## src/rtl/param_register_bank.sv

```systemverilog
`default_nettype none
// ============================================================================
// Module   : param_register_bank
// Purpose  : Parametrised general-purpose register file. It has two
//            combinational read ports (A, B) and two write ports (D high
//            priority, E low priority). Optional features are same-cycle
//            write-to-read bypass and a hardwired-zero r0. A sequential
//            bulk-clear engine zeroes one register per cycle while
//            clr_busy is high.
// Ports    : clk, rst_n (async, active-low)
//            ri_a/a, ri_b/b       - read index / read data, ports A and B
//            ri_d/d/rw            - write index / data / enable, port D
//            ri_e/e/we            - write index / data / enable, port E
//            clr_req              - bulk-clear request (sampled on clk rise)
//            clr_busy             - high while the bulk clear runs
// Revision : 1.0 - initial release, successor to fixed 8x8 register_bank
// ============================================================================
module param_register_bank #(
    parameter int WIDTH   = 8,
    parameter int NREGS   = 8,
    parameter int AW      = 3,
    parameter int BYPASS  = 1,
    parameter int ZERO_R0 = 0
) (
    input  logic             clk,
    input  logic             rst_n,
    input  logic [AW-1:0]    ri_a,
    input  logic [AW-1:0]    ri_b,
    output logic [WIDTH-1:0] a,
    output logic [WIDTH-1:0] b,
    input  logic [AW-1:0]    ri_d,
    input  logic [WIDTH-1:0] d,
    input  logic             rw,
    input  logic [AW-1:0]    ri_e,
    input  logic [WIDTH-1:0] e,
    input  logic             we,
    input  logic             clr_req,
    output logic             clr_busy
);

    localparam logic [0:0]    c_IDLE  = 1'b0;
    localparam logic [0:0]    c_CLEAR = 1'b1;
    // One extra bit so NREGS = 2^AW is representable.
    localparam logic [AW:0]   c_NREGS = (AW+1)'(NREGS);
    localparam logic [AW-1:0] c_LAST  = AW'(NREGS - 1);

    logic [WIDTH-1:0] r_mem [NREGS];
    logic [0:0]       r_state;
    logic [AW-1:0]    r_cnt;

    logic             w_idle;
    logic             w_wr_d;
    logic             w_wr_e;
    logic [WIDTH-1:0] w_a;
    logic [WIDTH-1:0] w_b;

    // An index addresses real, writable storage: inside the file and not
    // the hardwired-zero r0. The same test governs reads returning zero.
    function automatic logic f_writable(input logic [AW-1:0] idx);
        f_writable = ({1'b0, idx} < c_NREGS) && !((ZERO_R0 != 0) && (idx == '0));
    endfunction

    // Compare-based mux keeps the lookup well defined when NREGS is not a
    // power of two (indexes past the end simply match nothing).
    function automatic logic [WIDTH-1:0] f_stored(input logic [AW-1:0] idx);
        f_stored = '0;
        for (int i = 0; i < NREGS; i++) begin
            if (idx == AW'(i)) begin
                f_stored = r_mem[i];
            end
        end
    endfunction

    function automatic logic [WIDTH-1:0] f_read(input logic [AW-1:0] idx);
        if (!f_writable(idx)) begin
            f_read = '0;
        end else if ((BYPASS != 0) && w_wr_d && (ri_d == idx)) begin
            f_read = d;
        end else if ((BYPASS != 0) && w_wr_e && (ri_e == idx)) begin
            f_read = e;
        end else begin
            f_read = f_stored(idx);
        end
    endfunction

    assign w_idle = (r_state == c_IDLE);

    // User writes (and therefore bypass) only exist while idle and out of
    // reset. Port E is dropped when port D targets the same register.
    assign w_wr_d = rst_n && w_idle && rw && f_writable(ri_d);
    assign w_wr_e = rst_n && w_idle && we && f_writable(ri_e)
                    && !(w_wr_d && (ri_e == ri_d));

    always_comb begin
        w_a = '0;
        w_b = '0;
        // Storage is forced to zero during reset, but bypass inputs are not,
        // so the read data is gated explicitly.
        if (rst_n) begin
            w_a = f_read(ri_a);
            w_b = f_read(ri_b);
        end
    end

    assign a        = w_a;
    assign b        = w_b;
    assign clr_busy = (r_state == c_CLEAR);

    always_ff @(posedge clk or negedge rst_n) begin
        if (!rst_n) begin
            for (int i = 0; i < NREGS; i++) begin
                r_mem[i] <= '0;
            end
            r_state <= c_IDLE;
            r_cnt   <= '0;
        end else if (r_state == c_IDLE) begin
            for (int i = 0; i < NREGS; i++) begin
                if (w_wr_d && (ri_d == AW'(i))) begin
                    r_mem[i] <= d;
                end else if (w_wr_e && (ri_e == AW'(i))) begin
                    r_mem[i] <= e;
                end
            end
            // Writes on the request edge still land; clearing starts next edge.
            if (clr_req) begin
                r_state <= c_CLEAR;
                r_cnt   <= '0;
            end
        end else begin
            for (int i = 0; i < NREGS; i++) begin
                if (r_cnt == AW'(i)) begin
                    r_mem[i] <= '0;
                end
            end
            if (r_cnt == c_LAST) begin
                r_state <= c_IDLE;
                r_cnt   <= '0;
            end else begin
                r_cnt <= r_cnt + 1'b1;
            end
        end
    end

endmodule
`default_nettype wire

```

## config.mk

```make
export PLATFORM = sky130hd
export DESIGN_NAME = param_register_bank
export DESIGN_NICKNAME = d
export VERILOG_FILES = /design/src/rtl/param_register_bank.sv
export SDC_FILE = /design/constraint.sdc
export NUM_CORES = 1
export LEC_CHECK = 0
export CORE_MARGIN = 8
export CORE_UTILIZATION = 40
export CTS_BUF_LIST = sky130_fd_sc_hd__clkbuf_8
export DETAILED_ROUTE_END_ITERATION = 16
export GPL_TIMING_DRIVEN = 0
export PLACE_DENSITY = 0.65
export SLEW_MARGIN = 20
export SYNTH_ARGS = -nofsm -noshare
export SYNTH_HDL_FRONTEND = slang
export SYNTH_SLANG_ARGS = --single-unit
```

## constraint.sdc

```tcl
create_clock -name clk -period 4.3 [get_ports clk]
set_clock_uncertainty 0.15 [all_clocks]
set_input_delay 0.86 -clock clk [delete_from_list [all_inputs] [get_ports clk]]
set_output_delay 0.86 -clock clk [all_outputs]
set_load 0.03 [all_outputs]
```

* Yosys cells after proc, flatten, opt, wreduce, memory -nomap -nowiden *
Index checks and enable logic that the tools add are counted.

word-level totals
  register bits = 68
  input bits = 33
  logic and storage cells = 161

operators by class
  add/subtract/negate cells = 1
  eq/ne operators = 48
  mux-type cells = 53
  bitwise logic cells = 1
  reductions and logical operators = 48

operator list
  operator             count
  $mux 8               46
  $mux 64              1
  $eq 3x3->1 const B   20
  $eq 3x2->1 const B   10
  $logic_and 1x1->1    25
  $reduce_bool 3->1    8
  $ne 2x1->1 const B   8
  $reduce_and 2->1     8
  $eq 3x1->1 const B   5
  $eq 3x3->1           5
  $logic_not 3->1      5
  $mux 3               3
  $add 3x1->3 const B  1
  $mux 1               3
  $reduce_bool 2->1    1
  $logic_not 1->1      1
  $not 1->1            1

* Logic depth before layout (Yosys ltp) *
Gate-level depths: netlist of the first run.

  depth after elaboration = 12
  gate-level depth with buffers = 8
  mapped depth without buffers = 7

* Worst setup path before layout of the first run *
No wires, ideal clock.

  kind = input-to-output
  start = input ri_d[2]
  end = output b[0]
  data arrival time = 2.894 ns
  slack = 0.396 ns
  stages = 7
  path through = buf_4 > xor2_1 > nor4_4 > buf_4 > nor3_2 > or2_2 > o21ai_0

on the way
  word-level cells in the longest chain between the ends = 8
  elaborated cells between the ends (all ways) = 10
  those cells by class = 2 x eq/ne; 3 x mux; 5 x reduce/logical

ends and longest elaborated chain
  what                RTL line  RTL
  start: declaration  31        input logic [AW-1:0] ri_d,
  $eq 3x3->1          92        && !(w_wr_d && (ri_e == ri_d));
  $logic_and 1x1->1   92
  $logic_not 1->1     92
  $logic_and 1x1->1   92
  $logic_and 1x1->1   79        end else if ((BYPASS != 0) && w_wr_e && (ri_e == idx)) begin
  $mux 8              79
  $mux 8 *            77        end else if ((BYPASS != 0) && w_wr_d && (ri_d == idx)) begin
  $mux 8 *            99        if (rst_n) begin
  end: declaration    30        output logic [WIDTH-1:0] b,

Mark *: on every way between the ends. The rest lies on a longest branch, timed or not.

* Worst setup path in the final report of the first run *
  start = input rw
  end = output b[2]

on the way
  word-level cells in the longest chain between the ends = 8
  elaborated cells between the ends (all ways) = 9
  those cells by class = 3 x mux; 6 x reduce/logical

ends and longest elaborated chain
  what                 RTL line  RTL
  start: declaration   33        input logic rw,
  $logic_and 1x1->1 *  90        assign w_wr_d = rst_n && w_idle && rw && f_writable(ri_d);
  $logic_and 1x1->1    92
  $logic_not 1->1      92
  $logic_and 1x1->1    92
  $logic_and 1x1->1    79
  $mux 8               79
  $mux 8 *             77
  $mux 8 *             99

Marks and branches as above.

==> results by group, run 1 <==
Setup path
  – Max stage delay on crit path: 0.57 ns
  – Data arrival, critical path: 3.26 ns
  – Worst EP required: 3.29 ns
  – Sum of buffers and inverters on the critical path: 3
  – CP Max Fanout: 10
  – CP Cell Sequence: clkdlybuf4s50_1, nand3b_1, nor4_4, buf_6, nor3_4, or2_2, o21ai_1, clkdlybuf4s15_2
  – Startpoint Class: primary input
  – Worst Setup Path Type: primary input to primary output
  – Worst setup EP type: primary output
  – Slowest cell on crit path: clkdlybuf4s50_1
  – Critical path's top delay family: buffers and inverters

Layout
  – Final Core Density: 0.4618
  – Layout cells sized above 1: 0.1631
  – Final Non-Filler Cells: 736
  – Most common cell after layout, fill and taps aside: dfrtp_1
  – Finished Cell Area: 0.005733 mm^2
  – Most frequent cells in the layout: dfrtp_1, nand2_1, mux2i_1
  – Syn-to-layout area delta: 14.61%
  – Ant diodes: 0
  – Final nets: 598
  – # fillers: 1242

Global routing
  – M2 GR Usage: 0.3276
  – GRT busiest layer: met2
  – Grt ovf: 0
  – Initial antenna violation count: 0
  – Largest net degree at the start of global routing: 45
  – Gr usage total: 0.2152
  – GR Layer Usage met1: 0.2822
  – Vias in the first global route: 4755
  – Met3 Use GR: 0.05241
  – First-pass GRT wire length: 27080 um

Timing
  – Worst setup margin: 0.02892 ns
  – RSZ-0062 raised after global routing: yes
  – Sum of negative setup slack: 0 ns
  – Final hold vios: 0
  – Slew @ Worst Pin: 1.125 ns
  – Fmax: 234.1 MHz
  – Final Critical Period: 4.271 ns
  – Slew headroom: 0.2433
  – Period utilization: 0.9933
  – Final Setup Violations: 0
  – Fin. max-slew vios: 0
  – Final Hold Slack: 0.1921 ns

Floorplanning
  – CORE AREA: 0.01241 mm^2
  – Row count: 41
  – Die Ht: 127.8 um
  – Die X: 127.8 um
  – Die area: 0.01634 mm^2
  – # IOs: 50
  – Initial Utilization: 0.4029

Yosys
  – Post-synthesis cell area: 0.005002 mm^2
  – Post-synth top area cell: dfrtp_1
  – Post-synth top area share: 0.3402
  – Cells after Synth: 520
  – Top post-synthesis cells by area: dfrtp_1, mux2i_1, a221o_1
  – Syn Nets: 559
  – Main synth FF type: dfrtp_1
  – Async set or reset register ratio after synthesis: 1.000
  – YS warnings: 0
  – Synth Area per Inst: 9.620 um^2
  – Sequential area share after synthesis: 0.3402
  – Number of enable flip-flop cells after synthesis: 0
  – Register bit total from synthesis: 68
  – Cell variety after synth: 49

Drt
  – DR vias/cell: 6.567
  – Drt wl/cell: 23.74 um
  – DRC errors left: 0
  – Post-route ant nets: 0
  – Via Count: 4833
  – Routed WL: 17480 um
  – Initial drt markers: 596
  – 1st-pass router iterations: 5

Clock network
  – Htree depth: 3
  – CTS sink cnt: 68
  – Inserted Clock Buffers: 9
  – Worst-path clk slew: 0.08 ns
  – Clock Path Buffers: 2
  – Clk Latency, worst-skew pair: 0.37 ns
  – TritonCTS clock tree: yes
  – CTS root buffer: clkbuf_8

Min path
  – Hold Path Class: primary input to async pin

Placed design
  – DP Cell Count: 719
  – Placed cell area: 0.005514 mm^2
  – Post-Place Setup Slack: -0.6248 ns
  – Detailed placement HPWL: 12980 um
  – GPL Wtd Cong: 0.9812
  – Port Buffers: 26

Outcome
  – Outcome: completed

Power
  – P per Cell Area: 454.2 mW/mm^2
  – Overall Power: 2.604 mW
  – Maximum VDD drop: 0.3517 mV
  – P_leak: 2.493 nW

Flow run
  – Max_cap viols: 0
## flip-flops by register name, indices dropped and copies added (netlist names)
| name | flops |
|---|---|
| clr_busy | 1 |
| r_cnt | 3 |
| r_mem | 64 |
## worst reg2reg max path, cell delays in order (launching register included)
cell      delay [ns]
dfrtp_1         0.41
and2b_2         0.31
nand3b_1        0.25
nor4_1          0.92
a311o_1         0.22
buf_2           0.25
mux2_4          0.32
## area by class of cell
| type | instances | area [um^2] | share of cell area |
|---|---|---|---|
| clock inverter | 7 | 77.57 | 0.01353 |
| buffer | 47 | 210.2 | 0.03667 |
| clock buffer | 9 | 123.9 | 0.02161 |
| sequential | 68 | 1702 | 0.2968 |
| multi-input combinational | 394 | 3102 | 0.5410 |
| inverter | 9 | 33.78 | 0.005893 |
| timing repair buffer | 30 | 269.0 | 0.04692 |
| tap | 172 | 215.2 | 0.03754 |
## layer usage
metal / vias up / part of all wire
li1: 2074 / -
met1: 2403 / 0.41
met2: 295 / 0.45
met3: 61 / 0.098
met4: 0 / 0.041
met5: - / 0
## report_power, final
part	leakage [nW]	internal, mW	switching (mW)	total [mW]
logic	1.48	0.469	0.570	1.04
registers	0.928	0.823	0.196	1.02
clock network	0.0877	0.269	0.276	0.545
total	2.49	1.56	1.04	2.60
## cell families (layout without fill, tap and decap cells)
logic type      count (synthesis)  after routing  share of synthesized area
simple gates                  163            163                     0.1768
compound gates                148            148                     0.2294
flops                          68             68                     0.3402
mux                            62             62                     0.1636
buf+inv                        58            102                    0.04877
xor+xnor                       15             15                    0.02626
fa+ha+maj                       6              6                    0.01501
## path summary, 6_finish.rpt
kind | end | cells after the start | startpoint | slack, ns
setup / recovery | b[2] | 8 | rw | 0.03
hold / removal | r_mem[30]$_DFFE_PN0P_ | 1 | rst_n | 0.19
setup reg to reg | r_mem[61]$_DFFE_PN0P_ | 6 | clr_busy$_DFF_PN0_ | 1.37
hold reg to reg | r_mem[55]$_DFFE_PN0P_ | 1 | r_mem[55]$_DFFE_PN0P_ | 0.40
max in group asynchronous | r_mem[5]$_DFFE_PN0P_ | 2 | rst_n | 3.33
min in group clk | r_mem[55]$_DFFE_PN0P_ | 1 | r_mem[55]$_DFFE_PN0P_ | 0.40
## repair_timing
action	CTS	global route
gates cloned	0	1
pin swaps	1	1
hold buffers	0	0
setup buffers	1	1
endpoints found under the setup margin	16	14
resized for setup	68	18
## synthesized netlist by cell type, drive strengths merged (5+ instances only)
library cell  number
buf               31
nand3             10
o21ai             14
a22oi             25
nand2             59
nand2b             6
dfrtp             68
o221ai             8
ha                 6
o211ai            19
xnor2              9
a221o             37
mux4              12
mux2              11
and3              34
a31oi              5
xor2               6
mux2i             39
nor2              17
clkbuf            18
a21oi             19
nor2b              5
inv                9
nor3               8
Power figures use the tool's default switching activity.
==> run 2: changes to the inputs <==
--- a/config.mk
+++ b/config.mk
@@ -8,6 +8,7 @@
 export CORE_MARGIN = 8
 export CORE_UTILIZATION = 40
 export CTS_BUF_LIST = sky130_fd_sc_hd__clkbuf_8
+export CTS_CLUSTER_DIAMETER = 150
 export DETAILED_ROUTE_END_ITERATION = 16
 export GPL_TIMING_DRIVEN = 0
 export PLACE_DENSITY = 0.65
==> results of run 2 <==
Final layout, timing and power as in run 1 (identical DEF).
==> run 3: changes to the inputs <==
==> constraint.sdc (replaced) <==
create_clock -name clk -period 4.4 [get_ports clk]
set_clock_uncertainty 0.15 [all_clocks]
set_input_delay 0.88 -clock clk [delete_from_list [all_inputs] [get_ports clk]]
set_output_delay 0.88 -clock clk [all_outputs]
set_load 0.03 [all_outputs]
==> results by group, run 3 (synthesis gave the netlist of run 1 again) <==
Drt
  – Post-route ant nets: 0 (unchanged)
  – DR vias/cell: 6.628 (+0.94%)
  – Drt wl/cell: 23.83 um (+0.37%)
  – Initial drt markers: 653 (+9.6%)
  – DRC errors left: 0 (unchanged)
  – 1st-pass router iterations: 5 (unchanged)
  – Via Count: 4885 (+1.1%)
  – Routed WL: 17560 um (+0.50%)

Power
  – Clock power share: 0.209 (about the same)
  – Comb pwr share: 0.400 (about the same)
  – Maximum VDD drop: 0.3438 mV (-2.3%)
  – P_leak: 2.497 nW (+0.19%)
  – Net Sw Power: 1.021 mW (-2.0%)
  – Sequential share of power: 0.390 (about the same)
  – Pint: 1.533 mW (-1.8%)
  – Overall Power: 2.554 mW (-1.9%)
  – Net Sw Frac: 0.3999 (about the same)
  – P per Cell Area: 441.6 mW/mm^2 (-2.8%)

Outcome
  – Outcome: completed

Placed design
  – GPL Wtd Cong: 0.9812 (unchanged)
  – DP Cell Count: 719 (unchanged)
  – Detailed placement HPWL: 12980 um (unchanged)
  – Post-Place Setup Slack: -0.5648 ns (+0.06000 ns)
  – Port Buffers: 26 (unchanged)

Layout
  – Syn-to-layout area delta: 15.63%
  – Final nets: 599 (+0.17%)
  – Layout cells sized above 1: 0.1558 (-0.007368)
  – Largest register FFs: 64 (unchanged)
  – Ant diodes: 0 (unchanged)
  – Most flops, register: r_mem
  – Most frequent cells in the layout: dfrtp_1, nand2_1, mux2i_1
  – Final Non-Filler Cells: 737 (+0.14%)
  – Reg area: 0.001702 mm^2 (unchanged)
  – Multi-input logic area: 0.003094 mm^2 (-0.24%)
  – Final Core Density: 0.4659 (+0.004132)
  – # fillers: 1238 (-0.32%)
  – Most common cell after layout, fill and taps aside: dfrtp_1

Timing
  – Final hold vios: 0 (unchanged)
  – Period utilization: 0.9950
  – RSZ-0062 raised after global routing: yes
  – Slew @ Worst Pin: 1.151 ns (+0.02592 ns)
  – Sum of negative setup slack: 0 ns (unchanged)
  – Final Setup Violations: 0 (unchanged)
  – Worst setup margin: 0.02187 ns (-0.007051 ns)
  – Fin. max-slew vios: 0 (unchanged)
  – Final Critical Period: 4.378 ns
  – Fmax: 228.4 MHz
  – Slew headroom: 0.2259 (-0.01744)

Setup path
  – Worst EP required: 3.37 ns (+0.08 ns)
  – Worst Setup Path Type: primary input to primary output
  – Data arrival, critical path: 3.35 ns (+0.09 ns)
  – Cell depth of the worst flop-to-flop path: 6 (unchanged)
  – CP Max Fanout: 9 (-1)
  – Worst setup EP type: primary output
  – Crit path launch: ri_e[0]
  – Startpoint Class: primary input
  – R2R Path Start: clr_busy$_DFF_PN0_

Global routing
  – Vias in the first global route: 4765 (+0.21%)
  – Grt ovf: 0 (unchanged)
  – Initial antenna violation count: 0 (unchanged)
  – First-pass GRT wire length: 27190 um (+0.43%)
  – Largest net degree at the start of global routing: 45 (unchanged)
  – Gr usage total: 0.2160 (+0.0007089)

Floorplanning
  – # IOs: 50 (unchanged)
  – Die X: 127.8 um (unchanged)
  – Die Ht: 127.8 um (unchanged)
  – CORE AREA: 0.01241 mm^2 (unchanged)
  – Die area: 0.01634 mm^2 (unchanged)
  – Initial Utilization: 0.4029 (unchanged)
  – Row count: 41 (unchanged)

Clock network
  – Worst-path clk slew: 0.08 ns (about the same)
  – Clock Path Buffers: 2 (unchanged)
  – Clk Latency, worst-skew pair: 0.37 ns (about the same)
  – Htree depth: 3 (unchanged)
  – Hold_buf cts: 0 (unchanged)
  – CTS root buffer: clkbuf_8
  – Inserted Clock Buffers: 9 (unchanged)
  – TritonCTS clock tree: yes
  – CTS sink cnt: 68 (unchanged)

Flow run
  – Max_cap viols: 0 (unchanged)

Min path
  – Hold Path Class: primary input to async pin
-- run 3: cell count changes in the layout (fill, tap and decap cells not counted), sizes merged --
| cell | change |
|---|---|
| dlygate4sd2 | +3 |
| buf | -7 |
| clkdlybuf4s15 | +5 |
| clkdlybuf4s18 | +3 |
| clkbuf | -3 |
-- run 3: metal layers --
metal / track usage / wire length, um
met4: 0.09650 / 776
met5: 0 / 0
met2: 0.3292 / 7817
met3: 0.05616 / 1670
met1: 0.2814 / 7299
-- run 3: metrics by stage --
stage	cell area (um^2)	hold slack [ns]
after floorplan	5002	0.3128
after global placement	5478	0.3651
after detailed placement	5514	0.3791
after CTS	5761	0.2084
after global routing	5784	0.2203
final	5784	0.2132
-- run 3: final timing paths --
kind | endpoint | slack, ns
min in group clk | r_mem[48]$_DFFE_PN0P_ | 0.40
worst max register to register | r_mem[61]$_DFFE_PN0P_ | 1.45
worst min-delay path | r_mem[30]$_DFFE_PN0P_ | 0.21
max in group asynchronous | r_mem[5]$_DFFE_PN0P_ | 3.42
worst min register to register | r_mem[48]$_DFFE_PN0P_ | 0.40
worst max-delay path | a[4] | 0.02
-- run 3: cell type report --
| type | instances | share of cell area |
|---|---|---|
| flip-flops and latches | 68 | 0.2942 |
| repair buffers | 31 | 0.05732 |
| plain buffers | 47 | 0.03569 |
| well taps | 172 | 0.03721 |
| inverters | 9 | 0.005840 |
| clock buffers | 9 | 0.02141 |
| clock inverters | 7 | 0.01341 |
| multi-input cells | 394 | 0.5349 |
-- run 3: what timing repair did --
item / CTS / global route
buffers inserted: 2 / 1
endpoints found under the setup margin: 16 / 14
gates resized for setup: 53 / 5
pin swaps: 1 / 1
gates cloned: 0 / 1
-- run 3: worst max-delay path, stage by stage --
cell and delay [ns]:
clkdlybuf4s50_1 0.59, xor2_1 0.28, nor4_4 0.08, or3_1 0.54, and2_1 0.20, buf_2 0.18, a21oi_1 0.25, clkdlybuf4s18_2 0.35
-- run 3: power by group through the flow --
stage	Clock (mW)	Sequential, mW	Combinational, mW
6_report	0.535	0.997	1.02
5_1_grt	0.567	1.01	1.11
4_1_cts	0.535	0.988	1.01
3_5_place_dp	0	0.998	1.01
3_3_place_gp	0	0.996	0.972
2_1_floorplan	0	0.921	0.740
